**config.mk**
```make
export PLATFORM = sky130hd
export DESIGN_NAME = anton_neopixel_sequencer_flat
export DESIGN_NICKNAME = d
export VERILOG_FILES = /design/src/rtl/anton_neopixel_sequencer_if.sv /design/src/rtl/anton_neopixel_sequencer.sv /design/src/flat_wrapper.sv
export SDC_FILE = /design/constraint.sdc
export NUM_CORES = 1
export LEC_CHECK = 0
export CAP_MARGIN = 20
export CORE_ASPECT_RATIO = 1.25
export CORE_MARGIN = 2
export CORE_UTILIZATION = 55
export CTS_CLUSTER_SIZE = 8
export DETAILED_ROUTE_END_ITERATION = 10
export PLACE_DENSITY = 0.87
export SLEW_MARGIN = 20
export SYNTH_ARGS = -nofsm -noshare
export SYNTH_HDL_FRONTEND = slang
export SYNTH_SLANG_ARGS = --single-unit
```
**constraint.sdc**
```tcl
create_clock -name clk7mhz -period 5.99 [get_ports clk7mhz]
set_clock_uncertainty 0.1 [all_clocks]
set_input_delay 1.198 -clock clk7mhz [delete_from_list [all_inputs] [get_ports clk7mhz]]
set_output_delay 1.198 -clock clk7mhz [all_outputs]
set_load 0.01 [all_outputs]
```
**src/rtl/anton_neopixel_sequencer_if.sv**
```systemverilog
// Register/stream bundle between the control registers, the sequencer and
// the NeoPixel stream datapath. master = register side, slave = sequencer.
`ifndef ANTON_SEQ_DEFINES
`define ANTON_SEQ_DEFINES
`define BUFFER_END_DEFAULT 12
`define CLOG2(x) $clog2(x)
`define ENUM_STATE_RESET 1'b0
`define ENUM_STATE_TRANSMIT 1'b1
`endif

interface anton_neopixel_sequencer_if #(
    parameter int BUFFER_BITS = `CLOG2(`BUFFER_END_DEFAULT + 1)
);
    logic                   regCtrlRun;
    logic                   regCtrlLoop;
    logic                   regCtrl32bit;
    logic [BUFFER_BITS-1:0] regPixelEnd;
    logic                   state;
    logic [BUFFER_BITS-1:0] pixelIndex;
    logic [2:0]             pixelBitIndex;
    logic [1:0]             channelIndex;
    logic [2:0]             bitPatternIndex;
    logic                   streamSyncOf;
    logic                   busy;

    modport master (
        output regCtrlRun, regCtrlLoop, regCtrl32bit, regPixelEnd,
        input  state, pixelIndex, pixelBitIndex, channelIndex,
               bitPatternIndex, streamSyncOf, busy
    );

    modport slave (
        input  regCtrlRun, regCtrlLoop, regCtrl32bit, regPixelEnd,
        output state, pixelIndex, pixelBitIndex, channelIndex,
               bitPatternIndex, streamSyncOf, busy
    );
endinterface

```
**src/rtl/anton_neopixel_sequencer.sv**
```systemverilog
// NeoPixel frame sequencer: walks pixel/channel/bit/pattern-slot indices one
// slot per clock, then holds the line low for the latch gap.
// Optional feature macro: ANTON_SEQ_SHADOW_CFG_EN (frame-start capture of
// mode, end index and loop; default build uses live register values).
//
// state    | meaning
// ---------+-----------------------------------------------------------
// IDLE     | waiting for a rising edge of regCtrlRun
// TRANSMIT | streaming pattern slots, indices advance every clock
// GAP      | latch gap, RESET_CYCLES clocks, sync pulse on the last one
`ifndef ANTON_SEQ_DEFINES
`define ANTON_SEQ_DEFINES
`define BUFFER_END_DEFAULT 12
`define CLOG2(x) $clog2(x)
`define ENUM_STATE_RESET 1'b0
`define ENUM_STATE_TRANSMIT 1'b1
`endif

module anton_neopixel_sequencer #(
    parameter int BUFFER_END   = `BUFFER_END_DEFAULT,
    parameter int RESET_CYCLES = 400
) (
    input  logic                           clk7mhz,
    input  logic                           syncReset,
    anton_neopixel_sequencer_if.slave      bus
);
    localparam int BUFFER_BITS = `CLOG2(BUFFER_END + 1);
    localparam int HI_BITS     = BUFFER_BITS - 2;
    localparam logic [BUFFER_BITS-1:0] END_IDX  = BUFFER_BITS'(BUFFER_END);
    localparam logic [15:0]            GAP_LAST = 16'(RESET_CYCLES - 1);

    typedef enum logic [1:0] {IDLE, TRANSMIT, GAP} fsm_t;

    fsm_t                   fsm;
    logic [15:0]            gap_cnt;
    logic                   run_prev;
    logic [BUFFER_BITS-1:0] pix_idx;
    logic [2:0]             bit_idx;
    logic [1:0]             ch_idx;
    logic [2:0]             pat_idx;
    logic                   sync_of;
    logic                   busy_q;
    logic                   state_q;

    logic                   cfg_32bit;
    logic                   cfg_loop;
    logic [BUFFER_BITS-1:0] cfg_end;
    logic [BUFFER_BITS-1:0] eff_end;
    logic [HI_BITS-1:0]     pix_hi_next;
    logic [BUFFER_BITS-1:0] pix_next;
    logic                   is_last;
    logic                   start_idle;
    logic                   restart;

    assign start_idle = (fsm == IDLE) && bus.regCtrlRun && !run_prev;
    assign restart    = (fsm == GAP) && (gap_cnt == GAP_LAST) && bus.regCtrlRun && cfg_loop;

`ifdef ANTON_SEQ_SHADOW_CFG_EN
    logic                   shd_32bit;
    logic                   shd_loop;
    logic [BUFFER_BITS-1:0] shd_end;

    // Snapshot the frame configuration on every entry into TRANSMIT
    always_ff @(posedge clk7mhz) begin
        if (!syncReset) begin
            shd_32bit <= 1'b0;
            shd_loop  <= 1'b0;
            shd_end   <= '0;
        end else if (start_idle || restart) begin
            shd_32bit <= bus.regCtrl32bit;
            shd_loop  <= bus.regCtrlLoop;
            shd_end   <= bus.regPixelEnd;
        end
    end

    assign cfg_32bit = shd_32bit;
    assign cfg_loop  = shd_loop;
    assign cfg_end   = shd_end;
`else
    assign cfg_32bit = bus.regCtrl32bit;
    assign cfg_loop  = bus.regCtrlLoop;
    assign cfg_end   = bus.regPixelEnd;
`endif

    // The end index is clamped to the buffer so the step add never overruns it
    assign eff_end     = (cfg_end > END_IDX) ? END_IDX : cfg_end;
    assign pix_hi_next = pix_idx[BUFFER_BITS-1:2] + HI_BITS'(1);
    assign pix_next    = cfg_32bit ? {pix_hi_next, 2'b00} : pix_idx + BUFFER_BITS'(1);
    assign is_last     = cfg_32bit ? (pix_idx[BUFFER_BITS-1:2] >= eff_end[BUFFER_BITS-1:2])
                                   : (pix_idx >= eff_end);

    // Frame FSM, index counters and gap timer with registered outputs
    always_ff @(posedge clk7mhz) begin
        if (!syncReset) begin
            fsm      <= IDLE;
            gap_cnt  <= '0;
            run_prev <= 1'b0;
            pix_idx  <= '0;
            bit_idx  <= '0;
            ch_idx   <= '0;
            pat_idx  <= '0;
            sync_of  <= 1'b0;
            busy_q   <= 1'b0;
            state_q  <= `ENUM_STATE_RESET;
        end else begin
            run_prev <= bus.regCtrlRun;
            sync_of  <= 1'b0;
            case (fsm)
                IDLE: begin
                    if (start_idle) begin
                        fsm     <= TRANSMIT;
                        state_q <= `ENUM_STATE_TRANSMIT;
                        busy_q  <= 1'b1;
                    end
                end
                TRANSMIT: begin
                    if (!bus.regCtrlRun) begin
                        // abort: latch whatever has been sent so far
                        fsm     <= GAP;
                        state_q <= `ENUM_STATE_RESET;
                        gap_cnt <= '0;
                        pix_idx <= '0;
                        bit_idx <= '0;
                        ch_idx  <= '0;
                        pat_idx <= '0;
                    end else begin
                        pat_idx <= pat_idx + 3'd1;
                        if (cfg_32bit) pix_idx[1:0] <= 2'b00;
                        if (pat_idx == 3'd7) begin
                            bit_idx <= bit_idx + 3'd1;
                            if (bit_idx == 3'd7) begin
                                if (ch_idx == 2'd2) begin
                                    ch_idx <= 2'd0;
                                    if (is_last) begin
                                        fsm     <= GAP;
                                        state_q <= `ENUM_STATE_RESET;
                                        gap_cnt <= '0;
                                        pix_idx <= '0;
                                    end else begin
                                        pix_idx <= pix_next;
                                    end
                                end else begin
                                    ch_idx <= ch_idx + 2'd1;
                                end
                            end
                        end
                    end
                end
                GAP: begin
                    if (gap_cnt == GAP_LAST) begin
                        gap_cnt <= '0;
                        if (restart) begin
                            fsm     <= TRANSMIT;
                            state_q <= `ENUM_STATE_TRANSMIT;
                        end else begin
                            fsm    <= IDLE;
                            busy_q <= 1'b0;
                        end
                    end else begin
                        gap_cnt <= gap_cnt + 16'd1;
                        sync_of <= (gap_cnt == GAP_LAST - 16'd1);
                    end
                end
                default: begin
                    fsm     <= IDLE;
                    state_q <= `ENUM_STATE_RESET;
                    busy_q  <= 1'b0;
                end
            endcase
        end
    end

    assign bus.state           = state_q;
    assign bus.pixelIndex      = pix_idx;
    assign bus.pixelBitIndex   = bit_idx;
    assign bus.channelIndex    = ch_idx;
    assign bus.bitPatternIndex = pat_idx;
    assign bus.streamSyncOf    = sync_of;
    assign bus.busy            = busy_q;
endmodule

```
**src/flat_wrapper.sv**
```systemverilog
// flat-port wrapper written by rule: the top's interface ports become plain ports
module anton_neopixel_sequencer_flat 
#(
    parameter int BUFFER_END   = `BUFFER_END_DEFAULT,
    parameter int RESET_CYCLES = 400
)
  (clk7mhz, syncReset, bus_regCtrlRun, bus_regCtrlLoop, bus_regCtrl32bit, bus_regPixelEnd, bus_state, bus_pixelIndex, bus_pixelBitIndex, bus_channelIndex, bus_bitPatternIndex, bus_streamSyncOf, bus_busy);
  anton_neopixel_sequencer_if #(.BUFFER_BITS((4))) bus_i ();
  input  logic clk7mhz;
  input  logic syncReset;
  input wire logic [$bits(bus_i.regCtrlRun)-1:0] bus_regCtrlRun;
  input wire logic [$bits(bus_i.regCtrlLoop)-1:0] bus_regCtrlLoop;
  input wire logic [$bits(bus_i.regCtrl32bit)-1:0] bus_regCtrl32bit;
  input wire logic [$bits(bus_i.regPixelEnd)-1:0] bus_regPixelEnd;
  output wire logic [$bits(bus_i.state)-1:0] bus_state;
  output wire logic [$bits(bus_i.pixelIndex)-1:0] bus_pixelIndex;
  output wire logic [$bits(bus_i.pixelBitIndex)-1:0] bus_pixelBitIndex;
  output wire logic [$bits(bus_i.channelIndex)-1:0] bus_channelIndex;
  output wire logic [$bits(bus_i.bitPatternIndex)-1:0] bus_bitPatternIndex;
  output wire logic [$bits(bus_i.streamSyncOf)-1:0] bus_streamSyncOf;
  output wire logic [$bits(bus_i.busy)-1:0] bus_busy;
  assign bus_i.regCtrlRun = bus_regCtrlRun;
  assign bus_i.regCtrlLoop = bus_regCtrlLoop;
  assign bus_i.regCtrl32bit = bus_regCtrl32bit;
  assign bus_i.regPixelEnd = bus_regPixelEnd;
  assign bus_state = bus_i.state;
  assign bus_pixelIndex = bus_i.pixelIndex;
  assign bus_pixelBitIndex = bus_i.pixelBitIndex;
  assign bus_channelIndex = bus_i.channelIndex;
  assign bus_bitPatternIndex = bus_i.bitPatternIndex;
  assign bus_streamSyncOf = bus_i.streamSyncOf;
  assign bus_busy = bus_i.busy;
  anton_neopixel_sequencer #(.BUFFER_END(BUFFER_END), .RESET_CYCLES(RESET_CYCLES)) u_core (.clk7mhz(clk7mhz), .syncReset(syncReset), .bus(bus_i));
endmodule
```
# Word level (Yosys, flattened, before mapping)
# Cells that the tools add are included.
[op_classes]
n_addsub = 6
n_lt_le_gt_ge = 3
n_eq_ne = 18
n_mux = 44
bitwise_logic = 3
n_reduce_logical = 16
[op_table]
columns = ["operator", "n"]
rows = [
  ["16-bit 2-to-1 mux", 6],
  ["16-bit by 9-bit == test with 1-bit output, second input constant", 2],
  ["16-bit one-hot mux with 2 select lines", 1],
  ["4-bit 2-to-1 mux", 7],
  ["2-bit 2-to-1 mux", 12],
  ["16-bit by 1-bit adder with 16-bit output, second input constant", 1],
  ["1-bit 2-to-1 mux", 12],
  ["3-bit by 2-bit inequality test with 1-bit output, second input constant", 4],
  ["2-bit by 1-bit inequality test with 1-bit output, second input constant", 5],
  ["3-bit 2-to-1 mux", 3],
  ["4-bit AND reduction", 2],
  ["7-bit AND reduction", 1],
  ["3-bit by 1-bit adder with 3-bit output, second input constant", 2],
  ["3-bit == test, second input constant", 2],
  ["1-bit one-hot mux with 3 select lines", 2],
  ["2-bit one-hot mux with 3 select lines", 1],
  ["6-bit AND reduction", 1],
  ["1-bit logical AND", 5],
  ["5-bit AND reduction", 1],
  ["2-bit by 1-bit adder with 2-bit output, second input constant", 2],
  ["4-bit by 1-bit adder with 4-bit output, second input constant", 1],
  ["2-bit == test, second input constant", 2],
  ["4-bit greater-or-equal comparator", 1],
  ["4-bit > comparator, second input constant", 1],
  ["10 further kinds", 13],
]
[word_totals]
register_bits = 34
in_bits = 9
out_inout_bits = 15
elab_cells = 101

# Depth between registers and ports, before layout
# Gate-level depths: netlist of the first run.
[logic_depth]
depth_word = 10
ltp_mapped = 10
ltp_nobuf = 9

# Worst setup path after synthesis of the first run
# OpenSTA, ideal clock, no wires.
[synth_timing]
path_kind = "input port to flip-flop"
startpoint = "in bus_regPixelEnd[2]"
endpoint = "reg u_core.gap_cnt[6]"
setup_time_ns = 0.117
arrival_time_ns = 2.965
t_required_ns = 5.773
setup_slack_ns = 2.808
cell_stages = 10
path_buffers = 1
path_cell_list = "inv_1 > o21ai_0 > ha_1 > o211ai_1 > o21a_1 > o31a_1 > buf_2 > nor4_1 > xnor2_1 > nor2_1"
[synth_via]
elab_chain_len = 6
elab_cells_between_ends = 7
classes_between = "order compare: 3; eq/ne: 1; mux: 2; reduce/logical: 1"
[synth_rtl]
columns = ["element", "line_no", "source"]
rows = [
  ["start, declared", "flat_wrapper.sv:14", "input wire logic [$bits(bus_i.regPixelEnd)-1:0] bus_regPixelEnd;"],
  ["4-bit > comparator", "anton_neopixel_sequencer.sv:86", "assign eff_end = (cfg_end > END_IDX) ? END_IDX : cfg_end;"],
  ["4-bit 2-to-1 mux *", "anton_neopixel_sequencer.sv:86", ""],
  ["4-bit greater-or-equal comparator / 2-bit greater-or-equal comparator (equally long branches)", "anton_neopixel_sequencer.sv:90, anton_neopixel_sequencer.sv:89", ""],
  ["1-bit 2-to-1 mux *", "anton_neopixel_sequencer.sv:89", "assign is_last = cfg_32bit ? (pix_idx[BUFFER_BITS-1:2] >= eff_end[BUFFER_BITS-1:2])"],
  ["3-bit by 2-bit inequality test with 1-bit output (no source line) *", "-", ""],
  ["5-bit AND reduction (no source line) *", "-", ""],
  ["end signal, assigned", "anton_neopixel_sequencer.sv:160", "gap_cnt <= gap_cnt + 16'd1;"],
  ["end, declared", "anton_neopixel_sequencer.sv:35", "logic [15:0] gap_cnt;"],
]
# Every way passes the cells marked *; elsewhere a longest branch is shown, timed or not.
# A chain may end at the register's enable or synchronous reset.

# Final worst setup path of the first run
[layout_timing]
startpoint = "in bus_regPixelEnd[2]"
endpoint = "reg u_core.gap_cnt[9]"
# Same word-level chain as after synthesis.

==> summary.md, run 1 <==
| Metric | Value |
|---|---|
| First-pass GRT wire length | `6.69 mm` |
| RSZ-0062 raised after global routing | `false` |
| Mapped Area | `2000 µm²` |
| Post-Synth Adder-Cell Area | `between 10% and 20%` |
| Clock latency on the worst-skew pair | `290 ps` |
| Worst vdd ir | `0.287 mV` |
| Reg clk slew, reported paths | `70 ps` |
| CTS tree | `built` |
| Root Buffer | `clkbuf_8` |
| Yosys top cell area share | `approximately a third` |
| Detailed Routing Iterations Pass 1 | `4` |
| Clk sinks | `34` |
| Initial DRC count | `42` |
| Tot GR Track Use | `20.5%` |
| Most frequent cells in the layout | `34 x dfxtp_1, 24 x nor2_1, 23 x clkdlybuf4s50_1` |
| # DRC | `0` |
| Synth Area in Compound Gates | `~17%` |
| IO Count | `24` |
| Commonest non-fill, non-tap cell in the layout | `dfxtp_1` |
| Worst Path Required | `6080 ps` |
| Mux contribution to synthesized area | `under 10%` |
| Hold Path Sink | `u_core.bus.state` |
| Synth warn | `0` |
| CP Launch Type | `primary input` |
| HPWL after DPL | `2.75 mm` |
| Area delta synth->final | `15.4%` |
| Flops & latches, synth | `34` |
| Max Cap Viol | `0` |
| ANT cells | `0` |
| Number of synthesized flops with an enable pin | `0` |
| Hold path start | `u_core.bus.state` |
| R2R setup slack | `3390 ps` |
| Syn Inst Count | `232` |
| Synth Net Count | `257` |
| Final wirelength | `3.91 mm` |
| CTS Hold Bufs | `0` |
| Final Setup Violations | `0` |
| Hold path cells | `2` |
| Area contributors post-synth | `dfxtp_1 34%, ha_1 10%, nor2_1 4.5%` |
| Final worst path period share | `60.7%` |
| Finished Layout Cells | `290` |
| Number of global-route vias before repair | `around 1600` |
| Sequential fraction of the synthesis area | `34.0%` |
| Setup bufs post-CTS | `0` |
| Clk buf depth | `2` |
| Dominant cell type by area after synthesis | `dfxtp_1` |
| Largest family of logic cells by synthesized area | `simple AND/OR/NAND/NOR gates` |
| Setup TNS | `0 ps` |
| Worst Max-Slew Pin Slew | `682 ps` |
| Slew Limit Headroom | `a little over half` |
| Initial Util | `57.5%` |
| Hold crit path type | `reg2reg` |
| Wire length per cell | `13.5 µm` |
| Layout cells sized above 1 | `5.98%` |
| Syn_area_per_cell | `8.63 µm²` |
| GP Congestion | `0.808` |
| Reg-to-reg endpoint | `u_core.gap_cnt[9]` |
| Post-synthesis simple-gate area fraction | `between 20% and 30%` |
| Reg2reg path depth | `7` |
| Reg2Reg Launch Point | `u_core.fsm[0]` |
| Synth unique cells | `52` |
| XOR/XNOR Fraction of Synth Area | `between 5 and 6%` |
| Arrival @ worst endpoint | `3720 ps` |
| Slew Limit Fails | `0` |
| Placed cells | `284` |
| CP Class | `in2reg` |
| Vias | `1695` |
| Async SR Flop Fraction | `0%` |
| Port buffer count | `23` |
| Chip Height | `71.5 µm` |
| Synth Flop Type | `dfxtp_1` |
| DIE WIDTH | `approximately 58 µm` |
| Pwr/cell area | `between 300 and 400 nW/µm²` |
| Max FO, Critical Path | `15` |
| Status | `complete, no violations` |
| CTS H-Tree Depth | `2` |
| Core Region | `3480 µm²` |
| TritonCTS buffer count | `5` |
| Post-CTS Resized | `0` |
| Leak | `0.852 nW` |
| CP Capture Type | `flop` |
| Hold Fails Final Rpt | `0` |
| FMAX | `0.275 GHz` |
| Full die area | `4140 µm²` |
| Final nets | `approximately 280` |
| Largest net degree at the start of global routing | `22` |
| Post-route ant nets | `0` |
| Crit path time final | `between 3000 and 4000 ps` |
| Initial antenna violation count | `0` |
| Total global routing overflow | `0` |
| Vias/cell | `5.84` |
| # rows | `24` |
[area by class of cell]
| cell class | count | area, µm² |
|---|---|---|
| Timing Repair Buffer | 23 | 230 |
| Sequential cell | 34 | 681 |
| Multi-Input combinational cell | 177 | 1230 |
| Clock buffer | 6 | 82.6 |
| Inverter | 11 | 41.3 |
| Tap cell | 39 | 48.8 |
| Fill cell | 307 | 1170 |
[worst max-delay path by stage]
stage / startpoint / slack [ps] / endpoint / cells past startpoint
finish: bus_regPixelEnd[2] / 2350 / u_core.gap_cnt[9] / 10
global route: bus_regPixelEnd[2] / 2120 / u_core.gap_cnt[9] / 10
CTS: bus_regPixelEnd[2] / 2350 / u_core.gap_cnt[9] / 10
detailed placement: bus_regPixelEnd[2] / 2040 / u_core.gap_cnt[9] / 10
global placement: bus_regPixelEnd[2] / 2150 / u_core.gap_cnt[9] / 10
floorplan: bus_regPixelEnd[2] / 2810 / u_core.gap_cnt[6] / 10
[where the power goes]
| part | switching (W) | total [W] | leakage (nW) | internal (W) |
|---|---|---|---|---|
| logic | 0.000167 | 0.000279 | 0.534 | 0.000111 |
| clock network | 0.0000784 | 0.000167 | 0.0431 | 0.0000885 |
| registers | 0.0000184 | 0.000266 | 0.275 | 0.000248 |
| total | 0.000264 | 0.000712 | 0.852 | 0.000448 |
[flip-flops by register name, summed over array words and instances, names as in the netlist]
name	cells
u_core.bus.bitPatternIndex	3
u_core.bus.busy	1
u_core.bus.channelIndex	2
u_core.bus.pixelBitIndex	3
u_core.bus.pixelIndex	4
u_core.bus.state	1
u_core.bus.streamSyncOf	1
u_core.fsm	2
u_core.gap_cnt	16
u_core.run_prev	1
[cell usage after synthesis, types with 5 or more instances]
library cell / n
a21boi_0: 6
a21oi_1: 7
dfxtp_1: 34
ha_1: 16
inv_1: 11
nand2_1: 19
nand3_1: 10
nand4_1: 5
nor2_1: 24
nor2b_1: 9
nor3_1: 6
nor4_1: 5
o21ai_0: 11
xnor2_1: 9
[metrics by stage]
step,worst slack (ps),area [µm²],utilization (%),hold slack (ps),power (W)
2_1_floorplan,2810,2000,-,370,0.000483
3_3_place_gp,2150,2230,63.9,367,0.000537
3_5_place_dp,2040,2230,63.9,366,0.000544
4_1_cts,2350,2310,66.3,391,0.000714
5_1_grt,2120,2310,66.3,437,0.000754
6_report,2350,2310,66.3,385,0.000712
[critical path: stages]
cell             delay (ps)
clkdlybuf4s50_1         510
inv_1                    70
o21ai_0                 180
ha_1                    200
o211ai_1                 80
o21a_1                  240
o41a_1                  470
a31oi_4                 410
o22ai_1                 160
a21o_1                  190
[per-layer routing]
| layer | track usage (%) | wire, µm | vias up |
|---|---|---|---|
| li1 | - | - | 859 |
| met4 | 8.53 | 59 | 0 |
| met5 | 0 | 0 | - |
| met2 | 34.1 | 1890 | 27 |
| met3 | 5.05 | 156 | 6 |
| met1 | 25.2 | 1810 | 803 |
[kinds of logic after synthesis]
logic type / count (synthesis)
flip-flops: 34
AO/OA/AOI/OAI: 44
multiplexers: 2
buffers and inverters: 21
AND/OR/NAND/NOR: 103
XOR/XNOR: 12
adder cells (fa/ha/maj): 16
No activity file was read; power rests on OpenSTA's default activity.
==> inputs of run 2 (changes only) <==
==> constraint.sdc (replaced) <==
create_clock -name clk7mhz -period 3.4 [get_ports clk7mhz]
set_clock_uncertainty 0.1 [all_clocks]
set_input_delay 0.68 -clock clk7mhz [delete_from_list [all_inputs] [get_ports clk7mhz]]
set_output_delay 0.68 -clock clk7mhz [all_outputs]
set_load 0.01 [all_outputs]
==> summary.md, run 2 (synthesis gave the netlist of run 1 again) <==
| Metric | Value |
|---|---|
| Status | `complete, no violations` |
| Hold path start | `u_core.bus.state` |
| Switching portion of total power | `36.7% (-0.44 points)` |
| CP Capture Type | `flop` |
| CP Launch Type | `primary input` |
| Reg-to-reg endpoint | `u_core.gap_cnt[6]` |
| Hold Path Sink | `u_core.bus.state` |
| Leak | `0.867 nW (+1.7%)` |
| HPWL after DPL | `2.90 mm (+5.3%)` |
| Final worst path period share | `about nine tenths` |
| Final instance area | `2330 µm² (+1.0%)` |
| Chip Height | `71.5 µm (unchanged)` |
| Tot GR Track Use | `21.0% (+0.44 points)` |
| Root Buffer | `clkbuf_8` |
| Initial DRC count | `58 (+38%)` |
| Max Cap Viol | `0 (unchanged)` |
| TritonCTS buffer count | `5 (unchanged)` |
| Top reg by flops | `u_core.gap_cnt` |
| Total global routing overflow | `0 (unchanged)` |
| Initial antenna violation count | `0 (unchanged)` |
| CP Class | `in2reg` |
| Worst Max-Slew Pin Slew | `628 ps (-54.1 ps)` |
| Core Region | `3480 µm² (unchanged)` |
| Initial Util | `57.5% (unchanged)` |
| Post-Route Utilization | `67.0% (+0.68 points)` |
| Hold Fails Final Rpt | `0 (unchanged)` |
| Max reg flops | `16 (unchanged)` |
| Number of global-route vias before repair | `1573 (+1.5%)` |
| Reg2Reg Launch Point | `u_core.bus.pixelIndex[2]` |
| CTS H-Tree Depth | `2 (unchanged)` |
| FILL cells | `288 (-6.2%)` |
| FMAX | `0.326 GHz` |
| Vias | `1716 (+1.2%)` |
| P_int | `0.000790 W (+77%)` |
| Clock power frac | `22.0% (-1.5 points)` |
| Worst vdd ir | `0.433 mV (+51%)` |
| Setup TNS | `0 ps (unchanged)` |
| Layout cells sized above 1 | `7.03% (+1.1 points)` |
| Final nets | `281 (+1.4%)` |
| IO Count | `24 (unchanged)` |
| Combinational Power Share | `40.6% (+1.4 points)` |
| Max FO, Critical Path | `16 (+1)` |
| Setup bufs post-CTS | `0 (unchanged)` |
| Post-route ant nets | `0 (unchanged)` |
| R2R setup slack | `970 ps (-2420 ps)` |
| Slew Limit Headroom | `58.1% (+3.7 points)` |
| Most frequent cells in the layout | `34 x dfxtp_1, 24 x nor2_1, 23 x clkdlybuf4s50_1` |
| CTS Hold Bufs | `0 (unchanged)` |
| Pwr Total | `0.00125 W (+75%)` |
| Post-CTS Resized | `0 (unchanged)` |
| ANT cells | `0 (unchanged)` |
| Clock latency on the worst-skew pair | `280 ps (about the same)` |
| Reg clk slew, reported paths | `60 ps (about the same)` |
| Arrival @ worst endpoint | `3130 ps (-590 ps)` |
| Clk sinks | `34 (unchanged)` |
| Hold path cells | `2 (unchanged)` |
| Port buffer count | `23 (unchanged)` |
| Hold slack | `385 ps (+0.577 ps)` |
| Hold crit path type | `reg2reg` |
| # DRC | `0 (unchanged)` |
| Final wirelength | `4.02 mm (+2.7%)` |
| Largest net degree at the start of global routing | `22 (unchanged)` |
| RSZ-0062 raised after global routing | `false` |
| Wire length per cell | `13.6 µm (+0.92%)` |
| Detailed Routing Iterations Pass 1 | `4 (unchanged)` |
| Crit path time final | `3070 ps` |
| Placement Cell Area | `2260 µm² (+1.3%)` |
| Flop pwr share | `37.4% (about the same)` |
| Reg2reg path depth | `8 (+1)` |
| Vias/cell | `5.82 (-0.48%)` |
| Final Setup Violations | `0 (unchanged)` |
| Clk buf depth | `2 (unchanged)` |
| # rows | `24 (unchanged)` |
| Switch Pwr | `0.000458 W (+73%)` |
| Slew Limit Fails | `0 (unchanged)` |
| CTS tree | `built` |
| First-pass GRT wire length | `6.86 mm (+2.5%)` |
| DIE WIDTH | `58.0 µm (unchanged)` |
| Full die area | `4140 µm² (unchanged)` |
| Area delta synth->final | `16.6%` |
| Pwr/cell area | `535 nW/µm² (+74%)` |
| Worst Path Required | `3460 ps (-2620 ps)` |
| Commonest non-fill, non-tap cell in the layout | `dfxtp_1` |
| GP Congestion | `0.868 (+7.4%)` |
==> run 2: critical path, cell delays in order <==
cell             delay [ps]
clkdlybuf4s50_1         510
inv_1                    70
o21ai_0                 210
ha_1                    210
o211ai_1                 80
o21a_1                  240
o31a_1                  520
nor4_1                  400
xnor2_1                 160
nor2_1                   50
==> run 2: area by class of cell <==
class	instances	area (µm²)	area share, %
multi-input cells	177	1230	52.5
flip-flops and latches	34	681	29.2
repair buffers	27	260	11.2
clock buffers	7	76.3	3.27
well taps	39	48.8	2.09
inverters	11	41.3	1.77
==> run 2: worst max path at each step <==
stage	start	endpoint	slack, ps	depth (start not counted)
floorplan	bus_regPixelEnd[2]	u_core.gap_cnt[6]	740	10
global placement	bus_regPixelEnd[2]	u_core.gap_cnt[6]	190	10
CTS	bus_regPixelEnd[2]	u_core.gap_cnt[13]	340	10
global route	bus_regPixelEnd[2]	u_core.gap_cnt[13]	90	10
detailed placement	bus_regPixelEnd[2]	u_core.gap_cnt[13]	50	10
finish	bus_regPixelEnd[2]	u_core.gap_cnt[6]	330	10
==> run 2: metrics by stage <==
step / setup slack [ps] / std cells
after global routing: 92.7 / 295
final: 332 / 295
after CTS: 338 / 295
after detailed placement: 46.4 / 288
after floorplan: 736 / 232
after global placement: 186 / 288
==> run 2: power groups by stage <==
stage               clock network [W]  registers [W]  logic (W)
CTS                          0.000282       0.000467   0.000508
global route                 0.000293       0.000473   0.000554
detailed placement                  0       0.000476   0.000508
floorplan                           0       0.000477   0.000375
finish                       0.000275       0.000467   0.000506
global placement                    0       0.000474   0.000493
==> run 2: metal layers <==
layer | up-vias | part of all wire (%) | global-route usage, %
met4 | 0 | 1.8 | 6.98
met1 | 787 | 46 | 25.3
li1 | 878 | - | -
met2 | 40 | 49 | 36.2
met3 | 11 | 3.9 | 5.05
met5 | - | 0 | 0
